--- src/rtl/ifu_mo.sv ---
// ifu_mo: instruction-fetch unit sitting between pcGen and the instruction bus.
//
// Takes fetch PCs from pcGen, presents them on a registered AR channel, and
// remembers every accepted address in a small circular PC queue.
// Returned R beats pop the queue head. Each beat is tagged with its fetch PC and
// forwarded to the decode-side instruction FIFO in the same cycle.
// A flush marks everything already in flight as stale. Those responses are still
// accepted from the bus but are dropped.
//
// Ports:
//   CLK, RST               clock, synchronous active-high reset
//   M_IFU_AR*              fetch address channel (ARVALID/ARADDR registered)
//   M_IFU_R*               read data channel
//   fetch_pc_dnxt          next PC from pcGen
//   pcGen_fetch_valid      qualifies fetch_pc_dnxt
//   fetch_accept           pcGen's PC is taken this cycle
//   flush                  redirect; in-flight fetches become stale
//   instrFifo_full         downstream FIFO cannot take a beat
//   instr, instr_pc        delivered beat and its PC
//   isInstrReadOut         instr/instr_pc valid this cycle
//   fetch_pc_qout          PC of the last delivered beat
//   busy                   anything pending, in flight or awaiting discard
module ifu_mo #(
    parameter int unsigned DW          = 64,
    parameter int unsigned AW          = 64,
    parameter int unsigned OUTSTANDING = 4,
    parameter logic [AW-1:0] RST_PC    = 64'h8000_0000
) (
    input  logic          CLK,
    input  logic          RST,
    output logic [AW-1:0] M_IFU_ARADDR,
    output logic          M_IFU_ARVALID,
    input  logic          M_IFU_ARREADY,
    input  logic          M_IFU_RVALID,
    output logic          M_IFU_RREADY,
    input  logic [DW-1:0] M_IFU_RDATA,
    input  logic [AW-1:0] fetch_pc_dnxt,
    input  logic          pcGen_fetch_valid,
    output logic          fetch_accept,
    input  logic          flush,
    input  logic          instrFifo_full,
    output logic [DW-1:0] instr,
    output logic [AW-1:0] instr_pc,
    output logic          isInstrReadOut,
    output logic [AW-1:0] fetch_pc_qout,
    output logic          busy
);

    localparam int unsigned PW = (OUTSTANDING > 1) ? $clog2(OUTSTANDING) : 1;
    localparam int unsigned CW = PW + 1;

    logic [AW-1:0] pc_q [OUTSTANDING];
    logic [PW-1:0] wr_ptr, rd_ptr;
    logic [CW-1:0] q_count, q_next, discard_cnt;
    logic          ar_valid_r;
    logic [AW-1:0] ar_addr_r;
    logic [AW-1:0] qout_r;

    logic ar_hs, ar_stays, discarding, r_hs, push, pop, load, deliver;

    always_comb begin
        ar_hs      = ar_valid_r & M_IFU_ARREADY;
        ar_stays   = ar_valid_r & ~M_IFU_ARREADY;
        discarding = (discard_cnt != '0);
        // Stale beats are always drained, even when the FIFO is full.
        M_IFU_RREADY = ~instrFifo_full | discarding;
        r_hs       = M_IFU_RVALID & M_IFU_RREADY;
        push       = ar_hs;
        pop        = r_hs & (q_count != '0);
        q_next     = q_count + CW'(push) - CW'(pop);
        // A new AR may load only if the AR register is free by the next edge.
        // The requests left in flight after this cycle must also leave a slot.
        // A pop therefore frees a slot in the same cycle.
        load       = pcGen_fetch_valid & ~instrFifo_full & ~flush & ~ar_stays &
                     (q_next < CW'(OUTSTANDING));
        deliver    = pop & ~discarding & ~flush;
    end

    assign fetch_accept   = load;
    assign M_IFU_ARVALID  = ar_valid_r;
    assign M_IFU_ARADDR   = ar_addr_r;
    assign instr          = M_IFU_RDATA;
    assign instr_pc       = pc_q[rd_ptr];
    assign isInstrReadOut = deliver;
    assign fetch_pc_qout  = qout_r;
    assign busy           = (q_count != '0) | ar_valid_r | discarding;

    always_ff @(posedge CLK) begin
        if (RST) begin
            ar_valid_r  <= 1'b0;
            ar_addr_r   <= '0;
            wr_ptr      <= '0;
            rd_ptr      <= '0;
            q_count     <= '0;
            discard_cnt <= '0;
            qout_r      <= RST_PC;
        end else begin
            // ARVALID/ARADDR only change when the register is free or handshaking.
            if (load) begin
                ar_valid_r <= 1'b1;
                ar_addr_r  <= fetch_pc_dnxt;
            end else if (ar_hs) begin
                ar_valid_r <= 1'b0;
            end
            if (push) wr_ptr <= wr_ptr + 1'b1;
            if (pop)  rd_ptr <= rd_ptr + 1'b1;
            q_count <= q_next;
            // After a flush, every surviving request is stale.
            // That includes a still-pending AR, which is pushed later.
            if (flush)
                discard_cnt <= q_next + CW'(ar_stays);
            else if (pop && discarding)
                discard_cnt <= discard_cnt - 1'b1;
            if (deliver) qout_r <= pc_q[rd_ptr];
        end
    end

    // PC storage needs no reset; the pointers and count define what is valid.
    always_ff @(posedge CLK) begin
        if (push) pc_q[wr_ptr] <= ar_addr_r;
    end

    always @(posedge CLK) begin
        if (!RST) begin
            assert (!(push && !pop && q_count == CW'(OUTSTANDING)));
            assert (!(r_hs && q_count == '0));
        end
    end

endmodule

--- config.mk ---
export PLATFORM = sky130hd
export DESIGN_NAME = ifu_mo
export DESIGN_NICKNAME = d
export VERILOG_FILES = /design/src/rtl/ifu_mo.sv
export SDC_FILE = /design/constraint.sdc
export NUM_CORES = 1
export LEC_CHECK = 0
export BUFFER_PORTS_ARGS = -buffer_cell sky130_fd_sc_hd__buf_2
export CAP_MARGIN = 20
export CELL_PAD_IN_SITES_DETAIL_PLACEMENT = 1
export CELL_PAD_IN_SITES_GLOBAL_PLACEMENT = 2
export CORE_MARGIN = 2
export CORE_UTILIZATION = 36
export DETAILED_ROUTE_END_ITERATION = 16
export GPL_TIMING_DRIVEN = 0
export MAX_ROUTING_LAYER = met4
export PLACE_DENSITY = 0.81
export SYNTH_ARGS = -nofsm -noshare
export SYNTH_HDL_FRONTEND = slang
export SYNTH_SLANG_ARGS = --single-unit
--- constraint.sdc ---
create_clock -name CLK -period 3.31 [get_ports CLK]
set_clock_uncertainty 0.15 [all_clocks]
set_input_delay 0.1655 -clock CLK [delete_from_list [all_inputs] [get_ports CLK]]
set_output_delay 0.1655 -clock CLK [all_outputs]
set_load 0.02 [all_outputs]
# Yosys cells after proc, flatten, opt, wreduce, memory -nomap -nowiden

Memory sizes are Yosys's and may differ from the RTL's. A register that Yosys moved wholly into a read port is not among the register bits.
Cells that the tools add are included.

Bits in registers: 139
RAM bits: 256
Output and inout port bits: 261
Logic and storage cells: 46
Memories kept: 1

Add/sub/neg operators: 6
Magnitude comparators: 1
Multiplexer cells: 8
Bitwise logic cells: 18
Reductions and logical operators: 5

Memories:

| memory | words | width | read ports | clocked after Yosys merged registers in | write ports | RTL line | text |
|---|---|---|---|---|---|---|---|
| pc_q   | 4     | 64    | 1          | 1                                       | 1           | 52       | `logic [AW-1:0] pc_q [OUTSTANDING];` |

Operators with widths:

| kind                                              | number |
|---|---|
| bitwise AND 1 bit                                 | 10 |
| adder 3 x 1 -> 3 bit                              | 2 |
| 2-to-1 mux 3 bit                                  | 2 |
| nonzero test 3 bit                                | 2 |
| inverter 1 bit                                    | 5 |
| adder 2 x 1 -> 2 bit, second input constant       | 2 |
| 2-to-1 mux 1 bit                                  | 4 |
| 2-to-1 mux 2 bit                                  | 2 |
| nonzero test 2 bit                                | 2 |
| less-than comparator 3 bit, second input constant | 1 |
| bitwise OR 1 bit                                  | 3 |
| subtractor 3 x 1 -> 3 bit                         | 1 |
| subtractor 3 x 1 -> 3 bit, second input constant  | 1 |
| logical AND 1 bit                                 | 1 |

# Depth between registers and ports, before layout

Gate-level depths: netlist of the first run.

Depth in word-level cells: 8
Depth in mapped cells: 12

# Worst setup path after synthesis of the first run

No wires, ideal clock.

Path kind: register to output
Start: register q_count[1]
End: output fetch_accept
Arrival: 2,693 ps
Required time: 2,994 ps
Setup slack: 301 ps
Stages on the path, launching flop included: 10
Buffers on the path: 2
Cell sequence: dfxtp_1 -> o31ai_1 -> buf_2 -> a21oi_1 -> xnor2_1 -> ha_1 -> fa_1 -> xnor3_1 -> clkbuf_1 -> nor3_1

Longest elaborated chain between the ends: 5
Elaborated cells between the ends (all ways): 6
Those cells by class: add/sub (2); order compare (1); bitwise (2); reduce/logical (1)

RTL lines:

| item                                                         | RTL line | text |
|---|---|---|
| start, declared                                              | 54       | `logic [CW-1:0] q_count, q_next, discard_cnt;` |
| start signal, assigned                                       | 107      | `q_count <= q_next;` |
| branches (longest 2 deep; another with adder 3 x 1 -> 3 bit) | --       |  |
| subtractor 3 x 1 -> 3 bit *                                  | 70       | `q_next = q_count + CW'(push) - CW'(pop);` |
| less-than comparator 3 bit *                                 | 75       | `(q_next < CW'(OUTSTANDING));` |
| bitwise AND 1 bit *                                          | 74       | `load = pcGen_fetch_valid & ~instrFifo_full & ~flush & ~ar_stays &` |
| end, declared                                                | 39       | `output logic fetch_accept,` |

Every way passes the cells marked *.

# Worst setup path after layout of the first run

Start: register q_count[2]
End: output fetch_accept

The elaborated chain is that of the path after synthesis.

==> results.sh, run 1 <==
export IMPL_status="finished, final reports clean"
export IMPL_yosys_top_cells_area="edfxtp_1 (49%), dfxtp_1 (18%), mux4_2 (9.2%)"
export IMPL_timing_rr_end="M_IFU_ARADDR[32]$_SDFFE_PP0P_"
export IMPL_grt_setup_unrepaired="true"
export IMPL_coreArea_um2=42900
export IMPL_hpwl_mm=33.6
export IMPL_cts_htree_levels=2
export IMPL_clock_power_share_pct=31.0
export IMPL_grt_max_degree=47
export IMPL_cp_slowest_cell="dfxtp_4"
export IMPL_netlist_cell_type_count=38
export IMPL_path_class="reg -> out"
export IMPL_holdCritStartpoint="instrFifo_full"
export IMPL_vias_per_cell=5.17
export IMPL_hold_viol=0
export IMPL_avgRoutedWirePerCell_um=22.9
export IMPL_avgSynthCellArea_um2=14.3
export IMPL_nNetsFinal=1683
export IMPL_rr_worst_depth=12
export IMPL_seq_area_um2=10500
export IMPL_p_per_area_nw_per_um2=754
export IMPL_gp_congestion=0.769
export IMPL_nFillCells=4477
export IMPL_crit_path_end_kind="output port"
export IMPL_cp_data_required_time_ns=2.99
export IMPL_combPwrFrac_pct=31.1
export IMPL_cts_tree="done"
export IMPL_finalCritPeriodShare_pct=96.6
export IMPL_cp_arrival_ns=2.88
export IMPL_final_cell_mix="buf_2 (350), edfxtp_1 (256), dfxtp_1 (139), a21oi_1 (132), clkbuf_1 (80)"
export IMPL_initial_core_util_pct=36.4
export IMPL_ys_warn_count=0
export IMPL_p_sw_mw=5.43
export IMPL_ios=396
export IMPL_power_internal_mw=9.88
export IMPL_drive_above_1_share_pct=37.0
export IMPL_max_slew_margin_rel_pct=21.3
export IMPL_seqPwrFrac_pct=37.9
export IMPL_grt_pass1_vias=11700
export IMPL_die_y_um=212
export IMPL_grt_pass1_wl_mm=73.0
export IMPL_cts_buffers=43
export IMPL_crit_path_max_incr_delay_ns=0.37
export IMPL_synth_top_area_share_pct=49.3
export IMPL_path_cells="o31ai_4 -> buf_6 -> a21oi_4 -> xnor2_1 -> ha_1 -> fa_2 -> xnor3_2 -> buf_8 -> nor3_2 -> buf_4"
export IMPL_worstPathMaxFanout=10
export IMPL_final_cells=2158
export IMPL_overflow=0
export IMPL_leakage_nw=7.51
export IMPL_rows=76
export IMPL_routed_via_count=11200
export IMPL_setup_violations=0
export IMPL_crit_family="adder cells"
export IMPL_clockBufferDepth=3
export IMPL_p_sw_share_pct=35.5
export IMPL_dp_cells=2006
export IMPL_worst_skew_pair_late_latency_ns=0.56
export IMPL_syn2layout_area_growth_pct=30.2
export IMPL_holdPathStages=4
export IMPL_io_buffers=329
export IMPL_fin_util_pct=47.3
export IMPL_die_area_um2=45000
export IMPL_syn_cell_area_um2=15600
export IMPL_max_cap_viol_count=0
export IMPL_period_minus_slack_ns=3.20
export IMPL_peakVddDrop_mv=0.406
export IMPL_cts_sinks=397
export IMPL_grt_antenna_before_repair=2
export IMPL_critPathLaunchType="flop"
export IMPL_die_width_um=212
export IMPL_drc_errors=0
export IMPL_synth_top_area_cell="edfxtp_1"
export IMPL_ys_ff_latch=397
export IMPL_finalMaxSlewViolations=0
export IMPL_grtUsageTotal_pct=22.5
export IMPL_fmax_mhz=313
export IMPL_worst_slew_pin_transition_ns=1.18
export IMPL_min_delay_path_class="in -> reg"
export IMPL_ff2ff_setup_slack_ns=0.17
export IMPL_cp_num_buf_inv=3
export IMPL_dr_first_iter_drc_count=598
export IMPL_clkTransAtPathRegs_ns=0.06
export IMPL_cts_root_buf="clkbuf_16"
export IMPL_synthCells=1087
export IMPL_multiInputGateArea_um2=4220
export IMPL_final_common_cell="buf_2"
export IMPL_r2r_start="q_count[2]$_SDFF_PP0_"
export IMPL_yosysSeqAreaShare_pct=67.4
export IMPL_syn_num_nets=1232
export IMPL_ant_nets=0
export IMPL_dr_pass1_iters=5
export IMPL_drt_total_wl_mm=49.4
[cells by family after synthesis]
family,Yosys count,share of synthesized area [%]
AND/OR/NAND/NOR,163,5.86
buffers and inverters,175,6.04
AO/OA/AOI/OAI,269,9.84
adder cells (fa/ha/maj),10,0.851
multiplexers,68,9.53
XOR/XNOR,5,0.465
flip-flops,397,67.4
[cell usage after synthesis]
library cell  number
clkbuf_1          71
a21oi_1          133
nand3_1           65
nand4_1           65
mux4_2            64
a211o_1            1
inv_1              9
clkbuf_2           6
o31ai_1           65
fa_1               1
dfxtp_1          141
xor3_1             1
buf_4             64
nor4b_1            1
o211ai_1           2
a311o_1            1
mux2_2             4
nor2_1             9
o22ai_1            1
nor3b_1            1
nand2_1            4
nor3_1             3
and3_1             4
nor2b_1            5
xnor3_1            1
or3b_2             1
o21ai_0           63
edfxtp_1         256
buf_2             23
xnor2_1            3
nand3b_1           1
or4b_2             1
buf_6              1
nand2b_1           3
o31a_1             2
ha_1               9
a21boi_0           1
buf_1              1
[power by group through the flow]
stage               sequential [mW]  combinational [mW]  clock (mW)
floorplan                      6.00                2.62           0
global placement               5.87                4.44           0
detailed placement             5.88                4.52           0
CTS                            5.79                4.77        4.86
global route                   5.84                5.12        5.03
finish                         5.80                4.76        4.75
[how the worst max path moves through the flow]
| stage | from | endpoint | slack [ns] | cells after the start |
|---|---|---|---|---|
| final | q_count[2]$_SDFF_PP0_ | fetch_accept | 0.11 | 10 |
| after global routing | q_count[2]$_SDFF_PP0_ | fetch_accept | -0.01 | 10 |
| after CTS | q_count[0]$_SDFF_PP0_ | fetch_accept | 0.01 | 10 |
| after detailed placement | q_count[1]$_SDFF_PP0_ | M_IFU_ARADDR[47]$_SDFFE_PP0P_ | -1.02 | 11 |
| after global placement | q_count[1]$_SDFF_PP0_ | M_IFU_ARADDR[57]$_SDFFE_PP0P_ | -0.91 | 11 |
| after floorplan | q_count[1]$_SDFF_PP0_ | fetch_accept | 0.30 | 9 |
[final cells by class]
type,count,share of cell area (%)
clock inverters,17,0.838
well taps,585,3.61
multi-input cells,515,20.8
inverters,9,0.166
repair buffers,407,12.3
flip-flops and latches,397,51.8
diodes,2,0.0247
clock buffers,61,5.98
plain buffers,165,4.54
[through the flow]
step	area [um2]	power (mW)	TNS, ns	hold slack [ns]	setup slack, ns
2_1_floorplan	15600	8.62	0	0.166	0.301
3_3_place_gp	18000	10.3	-232.37	0.274	-0.914
3_5_place_dp	18100	10.4	-59.55	0.280	-1.02
4_1_cts	20300	15.4	0	0.0561	0.0126
5_1_grt	20300	16.0	-0.00959	0.155	-0.00959
6_report	20300	15.3	0	0.125	0.113
[routing by layer]
metal  up-vias  GRT usage [%]  share of wire, %
met5         -              -                 0
li1       5076              -                 -
met1      5643           28.9                42
met2       365           36.4                49
met3        79           3.97               5.9
met4         0           6.95               2.6
[what timing repair did]
item,CTS,global route
pin swaps,2,1
setup buffers,5,1
hold buffers,67,0
resized for setup,15,8
setup endpoints to repair,69,19
endpoints found under the hold margin,73,0
[registers in the layout, indices dropped and copies added, names as in the netlist, named ones only]
signal         cells
pc_q             256
M_IFU_ARADDR      64
fetch_pc_qout     64
discard_cnt        3
q_count            3
rd_ptr             2
wr_ptr             2
M_IFU_ARVALID      1
[tightest hold or removal path, stage by stage]
cell and delay [ns]:
buf_2 0.18, nand3b_1 0.13, nand3_1 0.16, mux2_2 0.17
Note: power is estimated with default switching activity, not from simulation.
==> inputs of run 2 (changes only) <==
- CORE_UTILIZATION: 36 -> 37
- CTS_BUF_LIST: not set -> sky130_fd_sc_hd__clkbuf_2
- PLACE_DENSITY: 0.81 -> 0.83
==> run 2 against run 1 <==
- the run now ends with negative setup slack left
- maximum frequency shrank 9.8%
- die area shrank 2.7%
- via count is 8.6% higher
- sequential cell count unchanged
- register-to-register slack got worse by 0.04 ns
- cell count is 7.2% higher
- clock-buffer cell count up 112
- first-iteration DRC count up 32%
- hold slack better by 0.13 ns
- power is 5.6% lower
- sequential share of layout area fell by 1.0 points
- setup slack worse by 0.35 ns
==> results.sh, run 2 (same netlist as run 1, synthesis figures left out) <==
export IMPL_grt_pass1_vias=13100
export IMPL_path_class="reg -> out"
export IMPL_power_internal_mw=8.82
export IMPL_drc_errors=0
export IMPL_crit_family="adder cells"
export IMPL_cts_root_buf="clkbuf_2"
export IMPL_worst_slew_pin_transition_ns=1.17
export IMPL_p_sw_share_pct=39.0
export IMPL_max_slew_margin_rel_pct=22.1
export IMPL_drt_total_wl_mm=52.2
export IMPL_finalWorstSetupSlack_ns=-0.236
export IMPL_path_cells="o31ai_4 -> buf_6 -> a21oi_4 -> xnor2_1 -> ha_2 -> fa_2 -> xnor3_2 -> clkbuf_16 -> nor3_4 -> buf_6"
export IMPL_cp_arrival_ns=3.23
export IMPL_seqPwrFrac_pct=40.1
export IMPL_cp_common_cell="buf_6"
export IMPL_grt_setup_unrepaired="true"
export IMPL_cp_num_buf_inv=3
export IMPL_max_cap_viol_count=0
export IMPL_leakage_nw=7.97
export IMPL_pre_cts_ws_ns=-0.975
export IMPL_clkTransAtPathRegs_ns=0.11
export IMPL_grt_pass1_wl_mm=78.9
export IMPL_clock_power_share_pct=24.9
export IMPL_grt_max_degree=50
export IMPL_die_width_um=209
export IMPL_gp_congestion=0.774
export IMPL_p_per_area_nw_per_um2=697
export IMPL_violations="negative setup slack"
export IMPL_coreArea_um2=41800
export IMPL_p_sw_mw=5.64
export IMPL_critPathLaunchType="flop"
export IMPL_combPwrFrac_pct=35.0
export IMPL_worst_skew_pair_late_latency_ns=1.02
export IMPL_cts_buffers=103
export IMPL_nNetsFinal=1822
export IMPL_dr_first_iter_drc_count=792
export IMPL_finalCritPeriodShare_pct=107
export IMPL_routed_via_count=12100
export IMPL_drive_above_1_share_pct=40.4
export IMPL_final_common_cell="buf_2"
export IMPL_die_area_um2=43800
export IMPL_crit_path_max_incr_delay_ns=0.36
export IMPL_grt_antenna_before_repair=4
export IMPL_hpwl_mm=33.7
export IMPL_nFillCells=4459
export IMPL_dp_cells=1959
export IMPL_avgRoutedWirePerCell_um=22.5
export IMPL_cts_sinks=397
export IMPL_ios=396
export IMPL_syn2layout_area_growth_pct=33.0
export IMPL_status="complete, but fails checks"
export IMPL_period_minus_slack_ns=3.55
export IMPL_rows=75
export IMPL_worstPathMaxFanout=2
export IMPL_peakVddDrop_mv=0.380
export IMPL_dr_pass1_iters=4
export IMPL_cts_htree_levels=3
export IMPL_setup_violations=1
export IMPL_cts_tree="done"
export IMPL_cp_slowest_cell="dfxtp_4"
export IMPL_finalMaxSlewViolations=0
export IMPL_cp_data_required_time_ns=2.99
export IMPL_grtUsageTotal_pct=24.5
export IMPL_hold_viol=0
export IMPL_largest_reg_flops=256
export IMPL_ant_nets=0
export IMPL_fmax_mhz=282
export IMPL_initial_core_util_pct=37.3
export IMPL_io_buffers=329
export IMPL_die_y_um=209
export IMPL_min_delay_path_class="in -> reg"
export IMPL_clockBufferDepth=3
export IMPL_fin_setup_tns_ns=-0.236
export IMPL_final_cell_mix="buf_2 (340), edfxtp_1 (256), clkbuf_2 (186), dlygate4sd3_1 (144), dfxtp_1 (135)"
export IMPL_final_cells=2314
export IMPL_overflow=0
export IMPL_top_register="pc_q"
export IMPL_vias_per_cell=5.24
export IMPL_crit_path_end_kind="output port"
==> run 2: cell types whose count changed in the layout (fill, tap and decap cells not counted), sizes merged <==
cell,before,now
clkbuf,136,253
dlygate4sd3,67,144
clkinv,11,17
diode,2,8
buf,430,427
bufinv,3,2
==> run 2: power groups by stage <==
| stage | Sequential (mW) | Combinational [mW] | Clock [mW] |
|---|---|---|---|
| 6_report | 5.80 | 5.06 | 3.60 |
| 4_1_cts | 5.79 | 4.93 | 3.69 |
| 3_3_place_gp | 5.87 | 4.43 | 0 |
| 2_1_floorplan | 6.00 | 2.62 | 0 |
| 5_1_grt | 5.84 | 5.39 | 3.98 |
| 3_5_place_dp | 5.89 | 4.49 | 0 |
==> run 2: per-layer routing <==
metal  vias to the layer above  wire [um]  global-route usage [%]
li1                       5438          -                       -
met1                      6160      21600                    29.8
met2                       455      26300                    40.9
met3                        73       3050                    4.82
met4                         0       1230                    8.77
met5                         -          0                       -
==> run 2: worst min-delay path, delay by kind of cell <==
kind,cells,cell delay [ns]
buf+inv,2,0.73
simple gates,1,0.28
==> run 2: what timing repair did <==
action,in CTS,in global routing
pin swaps,5,2
hold buffers,144,0
setup endpoints to repair,131,65
setup buffers,7,2
gates resized for setup,35,16
hold endpoints to repair,390,0
==> run 2: through the flow <==
| step | util (%) | power [mW] | hold slack, ns | instance area [um2] |
|---|---|---|---|---|
| floorplan | - | 8.62 | 0.166 | 15600 |
| global placement | 42.9 | 10.3 | 0.272 | 17900 |
| detailed placement | 43.2 | 10.4 | 0.280 | 18000 |
| CTS | 49.5 | 14.4 | 0.0943 | 20700 |
| global route | 49.6 | 15.2 | 0.138 | 20700 |
| finish | 49.6 | 14.5 | 0.255 | 20700 |
==> run 2: final cells by class <==
cell class	count	area (um2)	share of cell area (%)
Timing Repair Buffer	486	3270	15.8
Antenna cell	8	20.0	0.0966
Buffer	165	968	4.67
Sequential cell	397	10500	50.8
Inverter	9	33.8	0.163
Clock inverter	22	145	0.700
Clock buffer	173	866	4.18
Multi-Input combinational cell	515	4230	20.4
Tap cell	539	674	3.25
==> run 2: worst paths after layout <==
| kind | slack, ns | cells past startpoint | endpoint | start |
|---|---|---|---|---|
| max | -0.24 | 10 | fetch_accept | q_count[1]$_SDFF_PP0_ |
| min | 0.25 | 3 | pc_q[2][35]$_DFFE_PP_ | M_IFU_ARREADY |
| max reg2reg | 0.13 | 12 | M_IFU_ARADDR[47]$_SDFFE_PP0P_ | q_count[1]$_SDFF_PP0_ |
| min reg2reg | 0.33 | 2 | fetch_pc_qout[0]$_SDFFE_PP0P_ | fetch_pc_qout[0]$_SDFFE_PP0P_ |
